[src/rtl/seg_pkg.sv]
// Shared segment encodings for the multiplexed seven-segment scanner.
// All patterns are active-low, ordered {a,b,c,d,e,f,g} (plus dp for 8-bit values).
package seg_pkg;

    typedef logic [3:0] code_t;

    localparam logic [6:0] SEG_0     = 7'b0000001;
    localparam logic [6:0] SEG_1     = 7'b1001111;
    localparam logic [6:0] SEG_2     = 7'b0010010;
    localparam logic [6:0] SEG_3     = 7'b0000110;
    localparam logic [6:0] SEG_4     = 7'b1001100;
    localparam logic [6:0] SEG_5     = 7'b0100100;
    localparam logic [6:0] SEG_6     = 7'b0100000;
    localparam logic [6:0] SEG_7     = 7'b0001111;
    localparam logic [6:0] SEG_8     = 7'b0000000;
    localparam logic [6:0] SEG_9     = 7'b0000100;
    localparam logic [6:0] SEG_DASH  = 7'b1111110;
    localparam logic [6:0] SEG_BLANK = 7'b1111111;
    localparam logic [7:0] SEG_OFF   = 8'hFF;

    // Any code from B to F decodes to a blank digit.
    localparam code_t CODE_BLANK = 4'hF;

    function automatic int idx_width(input int n);
        return (n > 1) ? $clog2(n) : 1;
    endfunction

endpackage

[src/rtl/seg_decode.sv]
// Combinational 4-bit code to active-low {a..g} segment decoder.
module seg_decode
    import seg_pkg::*;
(
    input  code_t      code,
    output logic [6:0] seg
);

    always_comb begin
        // NOTE: the default arm assigns seg on every path, so no latch is inferred.
        case (code)
            4'h0:    seg = SEG_0;
            4'h1:    seg = SEG_1;
            4'h2:    seg = SEG_2;
            4'h3:    seg = SEG_3;
            4'h4:    seg = SEG_4;
            4'h5:    seg = SEG_5;
            4'h6:    seg = SEG_6;
            4'h7:    seg = SEG_7;
            4'h8:    seg = SEG_8;
            4'h9:    seg = SEG_9;
            4'hA:    seg = SEG_DASH;
            default: seg = SEG_BLANK;
        endcase
    end

endmodule

[src/rtl/seg_scan_mux.sv]
// Time-multiplexed seven-segment driver with a double-buffered digit register,
// frame-aligned updates, leading-zero blanking and an anti-ghosting blank slot.
module seg_scan_mux
    import seg_pkg::*;
#(
    parameter int DIGITS   = 4,
    parameter int SCAN_DIV = 50000
) (
    input  logic                  clk,
    input  logic                  rst_n,
    input  logic                  enable,
    input  logic                  load,
    input  logic [4*DIGITS-1:0]   digits_in,
    input  logic [DIGITS-1:0]     dp_in,
    input  logic                  blank_lz,
    output logic [DIGITS-1:0]     an,
    output logic [7:0]            seg_output,
    output logic                  frame_done
);

    localparam int IDX_W = idx_width(DIGITS);
    localparam int CNT_W = $clog2(SCAN_DIV);
    localparam logic [CNT_W-1:0] CNT_LAST = CNT_W'(SCAN_DIV - 1);
    localparam logic [IDX_W-1:0] IDX_LAST = IDX_W'(DIGITS - 1);

    logic [4*DIGITS-1:0] shadow_digits, act_digits;
    logic [DIGITS-1:0]   shadow_dp, act_dp;
    logic                shadow_blz, act_blz;
    logic                pending;

    logic [CNT_W-1:0]    scan_cnt;
    logic [IDX_W-1:0]    idx;

    logic                slot_last;
    logic                frame_wrap;
    logic [DIGITS-1:0]   lz_blank;
    code_t               sel_code;
    logic                sel_dp;
    logic [6:0]          sel_seg;

    assign slot_last  = (scan_cnt == CNT_LAST);
    assign frame_wrap = enable && slot_last && (idx == IDX_LAST);

    // NOTE: both register sets are reset so a mid-frame reset cannot leave stale pending data.
    always_ff @(posedge clk or negedge rst_n) begin
        if (!rst_n) begin
            shadow_digits <= '0;
            shadow_dp     <= '0;
            shadow_blz    <= 1'b0;
            pending       <= 1'b0;
        end else if (load) begin
            // NOTE: state registers use non-blocking assignment so every block sees pre-edge values.
            shadow_digits <= digits_in;
            shadow_dp     <= dp_in;
            shadow_blz    <= blank_lz;
            pending       <= 1'b1;
        end else if (frame_wrap) begin
            pending       <= 1'b0;
        end
    end

    // The wrap copies the shadow content that existed before this edge, even if load is high now.
    always_ff @(posedge clk or negedge rst_n) begin
        if (!rst_n) begin
            act_digits <= '0;
            act_dp     <= '0;
            act_blz    <= 1'b0;
        end else if (frame_wrap && pending) begin
            act_digits <= shadow_digits;
            act_dp     <= shadow_dp;
            act_blz    <= shadow_blz;
        end
    end

    always_ff @(posedge clk or negedge rst_n) begin
        if (!rst_n) begin
            scan_cnt <= '0;
            idx      <= '0;
        end else if (enable) begin
            if (slot_last) begin
                scan_cnt <= '0;
                idx      <= (idx == IDX_LAST) ? '0 : idx + 1'b1;
            end else begin
                scan_cnt <= scan_cnt + 1'b1;
            end
        end
    end

    // Walk down from the most significant digit while codes stay zero; digit 0 is never blanked.
    always_comb begin : lz_scan
        logic run;
        lz_blank = '0;
        run      = act_blz;
        for (int k = DIGITS - 1; k >= 1; k--) begin
            run         = run && (act_digits[4*k +: 4] == 4'h0);
            lz_blank[k] = run;
        end
    end

    assign sel_code = lz_blank[idx] ? CODE_BLANK : act_digits[4*idx +: 4];
    assign sel_dp   = act_dp[idx];

    seg_decode u_decode (
        .code (sel_code),
        .seg  (sel_seg)
    );

    // an and segments are registered from the same index so they always change together.
    always_ff @(posedge clk or negedge rst_n) begin
        if (!rst_n) begin
            an         <= '0;
            seg_output <= SEG_OFF;
            frame_done <= 1'b0;
        end else if (enable) begin
            an         <= DIGITS'(1) << idx;
            seg_output <= (scan_cnt == '0) ? SEG_OFF : {sel_seg, ~sel_dp};
            frame_done <= frame_wrap;
        end else begin
            an         <= '0;
            seg_output <= SEG_OFF;
            frame_done <= 1'b0;
        end
    end

endmodule

[config.mk]
export PLATFORM = sky130hd
export DESIGN_NAME = seg_scan_mux
export DESIGN_NICKNAME = d
export VERILOG_FILES = /design/src/rtl/seg_pkg.sv /design/src/rtl/seg_decode.sv /design/src/rtl/seg_scan_mux.sv
export SDC_FILE = /design/constraint.sdc
export NUM_CORES = 1
export LEC_CHECK = 0
export CAP_MARGIN = 10
export CORE_MARGIN = 2
export CORE_UTILIZATION = 53
export CTS_BUF_LIST = sky130_fd_sc_hd__clkbuf_4
export CTS_CLUSTER_SIZE = 28
export DETAILED_ROUTE_END_ITERATION = 10
export GPL_ROUTABILITY_DRIVEN = 0
export PLACE_DENSITY = 0.84
export SYNTH_ARGS = -nofsm -noshare
export SYNTH_HDL_FRONTEND = slang
export SYNTH_HIERARCHICAL = 1
export SYNTH_SLANG_ARGS = --single-unit
[constraint.sdc]
create_clock -name clk -period 2.45 [get_ports clk]
set_clock_uncertainty 0.05 [all_clocks]
set_input_delay 0.6125 -clock clk [delete_from_list [all_inputs] [get_ports clk]]
set_output_delay 0.6125 -clock clk [all_outputs]
set_load 0.01 [all_outputs]
Yosys cells after proc, flatten, opt, wreduce, memory -nomap -nowiden
Memory sizes are Yosys's and may differ from the RTL's.
Cells that the tools add are included.
{ "op_classes": {"add_sub_neg": 2, "mul": 0, "div": 0, "n_lt_le_gt_ge": 1, "eq_ne": 2, "n_shift": 2, "muxes": 13, "n_bitwise": 1, "n_reduce_logical": 12} }
{ "op_table": {"columns": ["cell", "n"], "rows": [
  ["adder 16 x 1 -> 16 bit (second input constant)", 1],
  ["equality test 16 bit (second input constant)", 1],
  ["logical NOT 16 bit", 1],
  ["two-way mux 16 bit", 1],
  ["two-way mux 8 bit", 2],
  ["indexed part select 16 x 5 -> 4 bit", 1],
  ["logical NOT 4 bit", 3],
  ["two-way mux 4 bit", 2],
  ["logical AND 1 bit", 6],
  ["two-way mux 1 bit", 5],
  ["binary-select mux 1 bit (select 2 bit)", 2],
  ["left shift 1 x 2 -> 4 bit (first input constant)", 1],
  ["less-than comparator 2 x 3 -> 1 bit (second input constant)", 1],
  ["adder 2 x 1 -> 2 bit (second input constant)", 1],
  ["equality test 2 bit (second input constant)", 1],
  ["two-way mux 2 bit", 1],
  ["AND reduction 2 bit", 1],
  ["nonzero test 2 bit", 1],
  ["NOT 1 bit", 1]
]} }
{ "word_totals": {"regBits": 74, "latchBits": 0, "mem_bits_rw": 0, "romBits": 112, "input_bits": 25, "wordCells": 46, "memories": 1} }
{ "mem_list": {"columns": ["memory", "depth", "width", "rd", "rd_clocked_by_memory_dff", "write_ports", "line_no", "rtl"], "rows": [
  ["(name not given)", 16, 7, 1, 0, 0, "seg_decode.sv:11", "case (code)"]
]} }

Longest topological paths before layout
Gate-level depths: netlist (run 1).
An unclocked memory read counts as a cell.
{ "depth": {"word_depth": 10, "ltp_mapped": 10, "depth_no_buf": 10} }

Hierarchy
The synthesis (run 1) kept the hierarchy.
{ "by_module_without_submodules": {"columns": ["module", "instances", "cells_per_inst", "area_per_inst_um2", "seq_area_each_um2"], "rows": [
  ["seg_scan_mux", 1, 235, 3275.6, 1861.8],
  ["seg_decode", 1, 33, 216.5, 0.0]
]} }

Least setup slack after synthesis (run 1)
Ideal clock, no wire load.
{ "synth_timing": {"path_kind": "register to register", "start": "reg idx[0]", "end": "reg seg_output[4]", "arrival_ps": 2315, "t_required_ps": 2305, "slack_ps": -10, "path_stages_with_launch": 9, "n_path_buf": 1, "period_less_slack_ps": 2460, "cell_sequence": "dfrtp_1 clkbuf_1 mux4_2 or2_2 ha_1 or2_4 a21oi_2 nor2_1 nand2b_1"} }
{ "synth_via": {"elab_chain_len": 6, "elab_cells_between_ends": 7} }
{ "synth_lines": {"columns": ["element", "line_no", "rtl"], "rows": [
  ["from (decl)", "seg_scan_mux.sv:32", "logic [IDX_W-1:0] idx;"],
  ["from (signal assigned)", "seg_scan_mux.sv:82", "idx <= (idx == IDX_LAST) ? '0 : idx + 1'b1;"],
  ["branches (longest 2 deep; another with indexed part select 16 x 5 -> 4 bit)", null, null],
  ["two-way mux 4 bit *", "seg_scan_mux.sv:100", "assign sel_code = lz_blank[idx] ? CODE_BLANK : act_digits[4*idx +: 4];"],
  ["named net sel_code[0]", "seg_scan_mux.sv:37", "code_t sel_code;"],
  ["memory (16 x 7 bit) *", null, null],
  ["named net sel_seg[3]", "seg_scan_mux.sv:39", "logic [6:0] sel_seg;"],
  ["two-way mux 8 bit *", "seg_scan_mux.sv:116", "seg_output <= (scan_cnt == '0) ? SEG_OFF : {sel_seg, ~sel_dp};"],
  ["two-way mux 8 bit *", "seg_scan_mux.sv:114", "end else if (enable) begin"],
  ["to (signal assigned)", "seg_scan_mux.sv:116", null],
  ["to (decl)", "seg_scan_mux.sv:17", "output logic [7:0] seg_output,"]
]} }
Mark *: on every way through the listed nets, which the timed path passes. The select of a mux whose other input is x is not followed.
A chain may end at the register's enable or synchronous reset.

Worst setup path after layout (run 1)
{ "layout_timing": {"start": "reg act_digits[9]", "end": "reg seg_output[7]"} }
{ "layout_via": {"elab_chain_len": 9, "elab_cells_between_ends": 10} }
{ "layout_lines": {"columns": ["element", "line_no", "rtl"], "rows": [
  ["from (decl)", "seg_scan_mux.sv:26", "logic [4*DIGITS-1:0] shadow_digits, act_digits;"],
  ["from (signal assigned)", "seg_scan_mux.sv:69", "act_digits <= shadow_digits;"],
  ["logical NOT 4 bit", "seg_scan_mux.sv:95", "run = run && (act_digits[4*k +: 4] == 4'h0);"],
  ["logical AND 1 bit (2 in a row)", "seg_scan_mux.sv:95", null],
  ["binary-select mux 1 bit (select 2 bit)", "seg_scan_mux.sv:100", null],
  ["two-way mux 1 bit (implied by the code)", "seg_scan_mux.sv:100", null],
  ["two-way mux 4 bit *", "seg_scan_mux.sv:100", null],
  ["named net sel_code[1]", "seg_scan_mux.sv:37", null],
  ["memory (16 x 7 bit) *", null, null],
  ["named net sel_seg[6]", "seg_scan_mux.sv:39", null],
  ["two-way mux 8 bit *", "seg_scan_mux.sv:116", null],
  ["two-way mux 8 bit *", "seg_scan_mux.sv:114", null]
]} }
The timed path passes the listed nets; every way through them passes the cells marked *. The select of a mux whose other input is x is not followed.

==> impl_metrics.json, run 1 <==
{
  "cp.arrival_ps": 2590,
  "die_w_um": 85.2,
  "r2r_setup_slack_ps": 170,
  "synth_edf_count": 0,
  "drtPass1Iterations": 4,
  "antenna_found_initial": 0,
  "totalWireLength_um": 5940,
  "dieHeight_um": 85.2,
  "cp-end-kind": "register",
  "synth_top_area_frac": 0.473,
  "routedWlPerCell_um": 14.9,
  "setup_tns_ps": 0,
  "r2r_end": "seg_output[7]",
  "viasPerCell": 5.41,
  "cts_hold_buf": 0,
  "first_iter_violations": 195,
  "drv_cap": 0,
  "synthFlopType": "dfrtp_1",
  "area_growth_pct": 18.4,
  "design.core.area_sq_um": 6350,
  "cts_buffers": 9,
  "cp-start-kind": "register",
  "htreeDepth": 3,
  "tightest_slew_ps": 431,
  "yosysSeqAreaShare": 0.533,
  "power.density_nw_per_um2": 589,
  "critPathMaxFanout": 5,
  "io_buffer_count": 37,
  "drive_above_1_share": 0.312,
  "p_leak_nw": 1.85,
  "placed_cell_area_sq_um": 3990,
  "vdd_ir_drop_max_mv": 0.415,
  "post-synth-top-count-cell": "dfrtp_1",
  "ys_seq_elements": 74,
  "clock-sinks": 74,
  "row_count": 29,
  "clockBufferDepth": 2,
  "insertion_delay_ps": 410,
  "cts_tree": "yes",
  "gr-total-overflow": 0,
  "synthCells": 268,
  "worstSetupPathType": "reg -> reg",
  "num_io_pins": 38,
  "grt_pass1_wl_um": 10200,
  "required_ps": 2760,
  "hold_path_class": "in -> async",
  "hold_violations": 0,
  "setup_viol_count_final": 0,
  "synth_nets": 304,
  "drc": 0,
  "min_period_over_period": 0.930,
  "grt_start_max_net_pins": 75,
  "diodes": 0,
  "yosys-top-cells-count": "dfrtp_1, mux2_2, mux2_4",
  "fmax_ghz": 0.439,
  "async_reset_ff_frac": 1.00,
  "stdcell_area_sq_um": 4130,
  "root_buffer": "clkbuf_4",
  "yosysWarningCount": 6,
  "run_status": "complete, no violations",
  "preCtsSetupSlack_ps": 94.3,
  "grt_pass1_vias": 2120,
  "slew_headroom": 0.710,
  "dieArea_sq_um": 7250,
  "fin_nets": 352,
  "rsz0062_at_grt": "yes",
  "hpwl_um": 4290,
  "syn_avg_cell_area_sq_um": 13.0,
  "r2r_cells": 10,
  "finalCriticalPeriod_ps": 2280,
  "slew_violations": 0,
  "synth_cell_types": 44,
  "postRouteAntennaNets": 0,
  "fin_ws_ps": 171,
  "grtUsageTotal": 0.183,
  "start_util": 0.550,
  "yosysTopAreaCell": "dfrtp_1",
  "num_vias": 2155,
  "clkTransAtPathRegs_ps": 110,
  "netlist_area_sq_um": 3490,
  "synth.area.top_cells": "dfrtp_1, mux2_4, mux2_2, dfstp_2, ha_1",
  "r2r_start": "act_digits[9]"
}
worst max path at each step:
stage / cells after the start / end / from / slack, ps
final: 10 / seg_output[7] / act_digits[9] / 170
after global placement: 5 / act_digits[9] / enable / 140
after floorplan: 8 / seg_output[4] / idx[0] / 170
after detailed placement: 5 / scan_cnt[15] / enable / 90
after CTS: 10 / seg_output[7] / act_digits[8] / 110
after global routing: 10 / seg_output[7] / act_digits[8] / -20
per-stage QoR:
stage | power [mW] | hold slack (ps) | std cells | utilization
finish | 2.44 | 147 | 398 | 0.651
CTS | 2.45 | 152 | 398 | 0.649
floorplan | 1.57 | 267 | 268 | -
global placement | 1.71 | 414 | 382 | 0.628
global route | 2.55 | 162 | 398 | 0.651
detailed placement | 1.73 | 430 | 382 | 0.628
layout make-up:
cell class                 instances  area, sq um
clock inverter                     6         58.8
tap                               77         96.3
fill                             468         2220
multi-input combinational        174         1520
timing repair buffer              48          485
sequential                        74         1860
inverter                           9         33.8
clock buffer                      10         75.1
flip-flops by register name, indices dropped and copies added, names as in the netlist:
register and count:
shadow_dp 4, shadow_blz 1, pending 1, an 4, seg_output 8, act_blz 1
act_dp 4, frame_done 1, act_digits 16, shadow_digits 16, idx 2, scan_cnt 16
layout by cell type, fill, tap and decap left out, types with 2 or more instances in the layout:
cell              n
clkinvlp_4        2
nor3_1            5
nor4_1            6
and4_1            3
nand3_1           5
xor2_1            5
clkbuf_4         10
dfrtp_1          66
inv_1             9
mux2_4           20
xnor2_1           7
o21ai_0           9
clkinv_2          2
and2_1            4
clkdlybuf4s50_1  36
mux2_2           24
nand4_1           7
nand2_1          15
ha_1             11
and3_1            2
dfstp_2           8
buf_4             8
buf_12            3
nor2_1           12
or2_2             4
a21oi_1           4
nand2b_1          7
mux4_2            5
or3_2             2
repair_timing:
item / CTS / global route
buffers inserted: 0 / 0
gates resized for setup: 0 / 2
endpoints found under the setup margin: 0 / 3
critical path: stages, from the launching register on:
cell and delay (ps):
dfrtp_1 420, nor4_2 310, o21ai_0 110, a21oi_1 240, or2_2 210, inv_1 100
ha_1 180, or2b_2 280, a21oi_1 140, nor2_1 40, nand2b_1 140
logic make-up (layout without fill, tap and decap cells):
kind of cell	count (synthesis)	count (layout)	share of synthesized area
AO/OA/AOI/OAI	18	18	0.0294
XOR/XNOR	12	12	0.0301
adder cells (fa/ha/maj)	11	11	0.0394
buffers and inverters	20	73	0.0340
flip-flops	74	74	0.533
multiplexers	49	49	0.196
AND/OR/NAND/NOR	84	84	0.138
layer usage:
layer	part of all wire	up-vias	track usage
li1	-	1040	-
met1	0.46	1050	0.252
met2	0.47	57	0.271
met3	0.045	8	0.0447
met4	0.016	0	0.0924
met5	0	-	0
power breakdown:
part	leakage [nW]	total, mW	internal, mW	switching (mW)
logic	0.844	0.297	0.159	0.138
registers	0.936	1.41	1.32	0.0936
clock network	0.0698	0.730	0.316	0.414
Power figures use the tool's default switching activity.
==> run 2: changes to the inputs <==
- SLEW_MARGIN: default -> 15
==> results of run 2 <==
Final layout, timing and power as in run 1 (identical DEF).
==> run 3: changes to the inputs <==
- CORE_UTILIZATION: 53 -> 49
- PLACE_DENSITY: 0.84 -> 0.79
==> run 3 against run 2 <==
Against the previous run:
- global-route usage fell by 0.13 points
- clock power rose by 15%
- critical path depth fell by 4
- sequential power barely moved
- non-clock buffer count did not move
- cell area rose by 1.1%
- total power rose by 4.5%
- sequential share of layout area fell by 0.49 points
- setup slack got worse by 0.52 ps
- cell count rose by 4.8%
- largest cell class unchanged
- highest routed layer unchanged
==> impl_metrics.json, run 3 (synthesis results as in run 1) <==
{
  "fin_util": 0.612,
  "required_ps": 2770,
  "cp.arrival_ps": 2600,
  "grt_use_met1": 0.259,
  "drc": 0,
  "setup_viol_count_final": 0,
  "slowest_stage": "mux4_2",
  "diodes": 0,
  "power.density_nw_per_um2": 609,
  "post-cts-setup-buffer-count": 0,
  "drive_above_1_share": 0.312,
  "p_leak_nw": 1.86,
  "cts_buffers": 9,
  "htreeDepth": 3,
  "layout_commonest_cell": "dfrtp_1",
  "clockBufferDepth": 2,
  "largestRegisters": "act_digits x16, scan_cnt x16, shadow_digits x16",
  "totalWireLength_um": 6180,
  "grtUsageTotal": 0.181,
  "cts_tree": "yes",
  "path_buf_inv": 1,
  "worstSetupPathType": "reg -> reg",
  "drv_cap": 0,
  "fin_ws_ps": 170,
  "num_io_pins": 38,
  "routedWlPerCell_um": 14.8,
  "tightest_slew_ps": 408,
  "finalCriticalPeriod_ps": 2280,
  "area_growth_pct": 19.7,
  "start_util": 0.511,
  "hold_violations": 0,
  "drtPass1Iterations": 4,
  "cp-start-kind": "register",
  "grt_pass1_vias": 2147,
  "preCtsSetupSlack_ps": 96.7,
  "dieHeight_um": 88.4,
  "final_cell_mix": "dfrtp_1, clkdlybuf4s50_1, mux2_2",
  "insertion_delay_ps": 420,
  "power_mw": 2.55,
  "gr-total-overflow": 0,
  "hold_path_class": "in -> async",
  "setup_tns_ps": 0,
  "row_count": 30,
  "clkTransAtPathRegs_ps": 120,
  "met3_usage": 0.0373,
  "rsz0062_at_grt": "no",
  "grt_pass1_wl_um": 10700,
  "clock-sinks": 74,
  "crit_chain": "buf_4 > mux4_2 > or2_2 > nor3b_1 > nor2_1 > nand2b_1",
  "dieArea_sq_um": 7820,
  "num_vias": 2136,
  "grtUsageMet2": 0.263,
  "slew_violations": 0,
  "root_buffer": "clkbuf_4",
  "die_w_um": 88.4,
  "vdd_ir_drop_max_mv": 0.351,
  "run_status": "complete, no violations",
  "cp-end-kind": "register",
  "postRouteAntennaNets": 0,
  "fin_nets": 352,
  "slowest_delay_ps": 500,
  "design.core.area_sq_um": 6830,
  "hpwl_um": 4400,
  "cts_hold_buf": 0,
  "fmax_ghz": 0.439,
  "grt.busiest_layer": "met2",
  "first_iter_violations": 111,
  "slew_headroom": 0.727,
  "critical-path-top-delay-family": "simple AND/OR/NAND/NOR gates",
  "viasPerCell": 5.12,
  "io_buffer_count": 37,
  "critPathMaxFanout": 12,
  "antenna_found_initial": 0,
  "grt_start_max_net_pins": 75,
  "min_period_over_period": 0.930
}
-- run 3: final cells by class --
| type | count | area (sq um) |
|---|---|---|
| Fill cell | 565 | 2650 |
| Sequential cell | 74 | 1860 |
| Multi-Input combinational cell | 174 | 1520 |
| Timing Repair Buffer | 48 | 485 |
| Tap cell | 96 | 120 |
| Clock inverter | 6 | 81.3 |
| Clock buffer | 10 | 75.1 |
| Inverter | 9 | 33.8 |
-- run 3: power by group --
| group | total [mW] | switching (mW) | internal, mW |
|---|---|---|---|
| Sequential | 1.41 | 0.0934 | 1.32 |
| Combinational | 0.299 | 0.140 | 0.159 |
| Clock | 0.838 | 0.419 | 0.419 |
-- run 3: worst paths after layout --
check / cells past startpoint / slack [ps] / from / endpoint
min in group clk: 1 / 450 / pending / pending
max: 6 / 170 / idx[0] / seg_output[7]
min reg2reg: 1 / 450 / pending / pending
min: 2 / 130 / rst_n / scan_cnt[14]
max reg2reg: 6 / 170 / idx[0] / seg_output[7]
max in group asynchronous: 2 / 1850 / rst_n / seg_output[7]
-- run 3: metrics by stage --
step / cell area (sq um) / hold slack (ps) / instances
6_report: 4180 / 135 / 417
5_1_grt: 4180 / 156 / 417
4_1_cts: 4170 / 149 / 417
3_5_place_dp: 4010 / 430 / 401
3_3_place_gp: 4010 / 416 / 401
2_1_floorplan: 3490 / 267 / 268
-- run 3: routing by layer --
layer | part of all wire | vias to the layer above
met2 | 0.46 | 42
met5 | 0 | -
met4 | 0.026 | 0
li1 | - | 1040
met3 | 0.036 | 12
met1 | 0.48 | 1042
-- run 3: what timing repair did --
action,in CTS,in global routing
hold endpoints to repair,0,0
setup endpoints to repair,0,3
gates resized for setup,0,3
